`src/rtl/nn_pkg.sv`:
```
// Shared neural-processor constants: default data width, signed limits, saturation modes.
// Pure declarations; no timing or flow-control content.
package nn_pkg;

  localparam int DATA_WIDTH = 16;

  // Selects how the accumulator handles overflow.
  localparam bit SAT_WRAP  = 1'b0;
  localparam bit SAT_CLAMP = 1'b1;

  localparam logic signed [DATA_WIDTH-1:0] DATA_MAX = {1'b0, {(DATA_WIDTH-1){1'b1}}};
  localparam logic signed [DATA_WIDTH-1:0] DATA_MIN = {1'b1, {(DATA_WIDTH-1){1'b0}}};

endpackage

```
`src/rtl/mac_sat_add.sv`:
```
// Combinational signed add of accumulator and full-precision product, wrapped or clamped.
// Zero latency; no flow control.
module mac_sat_add
  import nn_pkg::*;
#(
  parameter int WIDTH    = DATA_WIDTH,
  parameter bit SATURATE = SAT_WRAP
) (
  input  logic [WIDTH-1:0]   acc,
  input  logic [2*WIDTH-1:0] prod,
  output logic [WIDTH-1:0]   result
);

  // Signed limits expressed at the full sum width so comparisons are exact.
  localparam logic signed [2*WIDTH:0] SUM_MAX = {{(WIDTH+2){1'b0}}, {(WIDTH-1){1'b1}}};
  localparam logic signed [2*WIDTH:0] SUM_MIN = {{(WIDTH+2){1'b1}}, {(WIDTH-1){1'b0}}};

  logic signed [2*WIDTH:0] sum;

  assign sum = $signed({{(WIDTH+1){acc[WIDTH-1]}}, acc}) +
               $signed({prod[2*WIDTH-1], prod});

  always_comb begin
    result = sum[WIDTH-1:0];
    if (SATURATE == SAT_CLAMP) begin
      if (sum > SUM_MAX) begin
        result = SUM_MAX[WIDTH-1:0];
      end else if (sum < SUM_MIN) begin
        result = SUM_MIN[WIDTH-1:0];
      end
    end
  end

endmodule

```
`src/rtl/mac_unit.sv`:
```
// Signed multiply-accumulate cell: acc <= acc + in*w every edge, out driven from acc.
// One-cycle latency, one MAC per cycle; no backpressure, only rstb clears the accumulator.
module mac_unit
  import nn_pkg::*;
#(
  parameter int WIDTH    = DATA_WIDTH,
  parameter bit SATURATE = SAT_WRAP
) (
  input  logic             clk,
  input  logic             rstb,
  input  logic [WIDTH-1:0] in,
  input  logic [WIDTH-1:0] w,
  output logic [WIDTH-1:0] out
);

  logic [WIDTH-1:0]   acc;
  logic [WIDTH-1:0]   acc_nxt;
  logic [2*WIDTH-1:0] prod;

  assign prod = $signed(in) * $signed(w);

  mac_sat_add #(
    .WIDTH    (WIDTH),
    .SATURATE (SATURATE)
  ) u_sat_add (
    .acc    (acc),
    .prod   (prod),
    .result (acc_nxt)
  );

  always_ff @(posedge clk or negedge rstb) begin
    if (!rstb) begin
      acc <= '0;
    end else begin
      acc <= acc_nxt;
    end
  end

  assign out = acc;

endmodule

```
`config.mk`:
```
export PLATFORM = sky130hd
export DESIGN_NAME = mac_unit
export DESIGN_NICKNAME = d
export VERILOG_FILES = /design/src/rtl/nn_pkg.sv /design/src/rtl/mac_sat_add.sv /design/src/rtl/mac_unit.sv
export SDC_FILE = /design/constraint.sdc
export NUM_CORES = 1
export LEC_CHECK = 0
export ABC_AREA = 1
export CAP_MARGIN = 20
export CELL_PAD_IN_SITES_DETAIL_PLACEMENT = 0
export CELL_PAD_IN_SITES_GLOBAL_PLACEMENT = 1
export CORE_UTILIZATION = 40
export CTS_CLUSTER_DIAMETER = 40
export CTS_CLUSTER_SIZE = 25
export DETAILED_ROUTE_END_ITERATION = 12
export GPL_TIMING_DRIVEN = 0
export PLACE_DENSITY = 0.81
export SLEW_MARGIN = 20
export SYNTH_ARGS = -nofsm -noshare
export SYNTH_HDL_FRONTEND = slang
export SYNTH_SLANG_ARGS = --single-unit
```
`constraint.sdc`:
```
create_clock -name clk -period 4.6 [get_ports clk]
set_clock_uncertainty 0.2 [all_clocks]
set_input_delay 0.92 -clock clk [delete_from_list [all_inputs] [get_ports clk]]
set_output_delay 0.92 -clock clk [all_outputs]
set_load 0.02 [all_outputs]
```
### After elaboration in Yosys (flattened, before gate mapping)

Index checks and enable logic that the tools add are counted.
Widths: inputs -> output; s select.

* input bits: 34
* flip-flop bits (word level): 16
* memories kept: 0
* output and inout port bits: 16
* RAM bits: 0
* memory bits (read-only): 0
* latch bits: 0

* multipliers: 1
* bitwise logic cells: 0
* div/mod/pow operators: 0
* reduce and logical (&&, ||, !) cells: 0
* eq/ne operators: 0
* shift operators: 0
* add/subtract/negate cells: 1
* multiplexer cells: 0
* $lt $le $gt $ge: 0

Operator list (number)
* $add 16x16->16: 1
* $mul 16x16->16: 1

### Longest topological paths before layout

* depth after elaboration: 2
* gate-level depth with buffers: 25

### Hierarchy

Synthesis repeated with hierarchy kept, for this count alone.

* cell total of the unflattened synthesis: 1654
* area, all modules: 12114.1 um2

By module, submodules not included
* mac_unit: cells each 1478, area each 11183.2 um2, instances 1, seq. area each 400.4 um2
* mac_sat_add: cells each 176, area each 930.9 um2, instances 1, seq. area each 0.0 um2

### Worst setup path after synthesis

No wires, ideal clock.

* path kind: input to register
* from: input w[1]
* to: register acc[15], in the netlist out[15]
* setup slack: -1200 ps
* stages: 24
* buffers on the path: 2
* data arrival time: 5484 ps
* library setup time: 117 ps
* path through: buf_4 clkbuf_1 nand2_1 inv_1 fa_1 inv_1 fa_1 inv_1 fa_1 inv_1 fa_1 inv_1 fa_1 inv_1 fa_1 inv_1 ha_1 nand2_1 inv_1 a21boi_1 o21ai_0 inv_1 nand3_2 nand2_1

* cells in the longest elaborated chain, start to end: 2

Ends and longest elaborated chain
* start, declared: line mac_unit.sv:12 `input logic [WIDTH-1:0] w,`
* $mul 16x16->16: line mac_unit.sv:20 `assign prod = $signed(in) * $signed(w);`
* $add 16x16->16: line mac_sat_add.sv:20 `assign sum = $signed({{(WIDTH+1){acc[WIDTH-1]}}, acc}) +`
* net acc_nxt[15]: line mac_unit.sv:17 `logic [WIDTH-1:0] acc_nxt;`
* end signal, assigned: line mac_unit.sv:35 `acc <= acc_nxt;`
* end, declared: line mac_unit.sv:16 `logic [WIDTH-1:0] acc;`

The timed path passes the listed nets, and every way through them passes these cells.

### Final worst setup path

Ends and elaborated chain as after synthesis.

==> flow_summary.ini <==
[route]
drt-initial-drc-count = 251
firstDrtPassIters = 4
drc = 0
wl_um = 14550
wl_per_cell_um = 13.65
ant_nets = 0
vias_per_cell = 4.437
routed-via-count = 4730

[clocking]
clockBufferDepth = 2
clock_latency_ns = 0.26
cts_tree = yes
clockRootBuffer = clkbuf_16
cts_hold_buf = 0
clk_pin_slew_worst_paths_ns = 0.06
cts_sinks = 16
cts.htree.levels = 1
numCtsBuffers = 3

[synth]
async_reset_ff_frac = 1.000
ys.flop_type = dfrtp_1
synth_cell_types = 33
yosys-top-cells-area = fa_1 33%, inv_1 18%, ha_1 14%, nand2_1 14%, dfrtp_1 7.0%
syn_area_um2 = 5719
syn-instance-count = 797
synth_top_area_cell = fa_1
synth-seq-area-share = 0.07001
ys.warnings.count = 0
syn_nets = 990
synth_seq_cells = 16
synth_edf_count = 0
syn_avg_cell_area_um2 = 7.176
synth_commonest_cells = 281 x inv_1, 210 x nand2_1, 93 x fa_1, 66 x ha_1, 21 x nand3_1
yosys.area.top_type_share = 0.3255
post-synth-top-count-cell = inv_1

[worst_hold_path]
hp-class = flop to flop
hold_path_end = out[0]$_DFF_PN0_
min_from = out[0]$_DFF_PN0_
min_path_cells = 1

[setup_path]
crit_path_end_kind = flop
crit_buf_inv = 9
worstPathCellList = buf_12 > clkbuf_16 > buf_6 > nand2_2 > inv_2 > fa_1 > inv_2 > fa_1 > fa_1 > inv_2 > ha_4 > fa_1 > inv_2 > fa_1 > inv_2 > ha_4 > nand2_4 > nor2_1 > a21o_1 > a21boi_2 > o21ai_2 > inv_1 > nand3_2 > nand2_2
crit_required_ns = 4.55
r2r-start = out[10]$_DFF_PN0_
start_kind = input pin
reg2regPathDepth = 18
cp_max_fo = 4
crit_type = input pin to flop
rr_endpoint = out[15]$_DFF_PN0_
cpLargestDelayFamily = adder cells
critPathArrivalTime_ns = 5.55
critPathLaunch = w[1]
slowest_delay_ns = 0.56
cpMaxStageDelayCell = fa_1
r2r_setup_slack_ns = 0.24

[placement]
dpl.hpwl_um = 11340
pre_cts_slack_ns = -2.110
place.gp.congestion = 0.7937
portBuffers = 40
placedCellCount = 1017

[outcome]
violations = setup timing
status = finished with violations

[floorplan]
core_region_area_um2 = 13930
initial_core_util = 0.4104
num_rows = 43
pin_count = 50
die_h_um = 121.6
die_w_um = 121.6
dieArea_um2 = 14780

[timing]
rsz0062_at_grt = true
report.final.slew_viol_count = 0
worst_slack_ns = -1.001
slew_headroom = 0.4034
fin_crit_ns = 5.601
hold_violations = 0
max_freq_mhz = 178.6
period_share = 1.218
setup_viol = 9
worst_pin_slew_ns = 0.8922

[run]
cap_violations = 0

[final_layout]
final_util = 0.5233
layout-drive-gt1-share = 0.2257
final-instance-count-excl-fill = 1066
finalNetCount = 1080
largest_reg_flops = 16
syn2layout_area_growth_pct = 27.50
antenna_cells = 0

[global_route]
grt_pass1_wl_um = 23620
grt.overflow.total = 0
grt_pass1_vias = 4767
antenna_found_initial = 0
grt_usage = 0.2110
grt_max_degree = 17
[layer usage]
metal,up-vias,part of all wire,track usage
li1,2379,-,-
met1,2270,0.46,0.2971
met2,77,0.50,0.3658
met3,4,0.044,0.01919
met4,0,0.0025,0.01543
met5,-,0,0
[through the flow]
step	hold WS [ns]	setup TNS, ns	cell area [um^2]
floorplan	0.4244	-4.311	5891
finish	0.3064	-5.842	7292
CTS	0.3118	-5.604	7074
global placement	0.2922	-15.98	6516
global route	0.3335	-7.210	7292
detailed placement	0.2978	-16.18	6516
[worst max-delay path by stage]
stage                        end  cells past startpoint
2_1_floorplan  out[15]$_DFF_PN0_                     24
3_3_place_gp   out[15]$_DFF_PN0_                     21
3_5_place_dp   out[15]$_DFF_PN0_                     21
4_1_cts        out[14]$_DFF_PN0_                     22
5_1_grt        out[15]$_DFF_PN0_                     24
6_report       out[15]$_DFF_PN0_                     24
[cell usage in the layout, fill, tap and decap left out, drive strengths merged, types with 2 or more instances in the layout]
master,instances
nand2,226
nor2,10
fa,93
nand3b,3
clkbuf,11
dlygate4sd2,3
nand3,24
buf,73
inv,290
a21o,2
xor2,12
a21oi,12
or2,2
clkdlybuf4s50,24
xnor2,7
o21ai,4
ha,66
o21bai,2
dfrtp,16
[kinds of logic (layout without fill, tap and decap cells)]
kind of cell	Yosys count	after routing	share of synthesized area
buf+inv	314	403	0.2113
simple gates	266	266	0.1941
fa+ha+maj	159	159	0.4699
compound gates	23	23	0.02559
xor+xnor	19	19	0.02910
flops	16	16	0.07001
[repair_timing]
action / CTS / global route
setup buffers: 32 / 14
cloned: 1 / 0
hold endpoints to repair: 0 / 0
pin swaps: 49 / 44
gates resized for setup: 132 / 50
setup endpoints to repair: 12 / 9
[cell type report]
cell class / instances / area, um^2
fillers: 1342 / 6643
multi-input cells: 467 / 4423
inverters: 291 / 1092
repair buffers: 86 / 778.2
flip-flops and latches: 16 / 400.4
plain buffers: 22 / 284.0
well taps: 180 / 225.2
clock buffers: 4 / 88.84
Power is not shown: default switching activity piles up to over one toggle a cycle in this logic, so the estimate is an artifact.
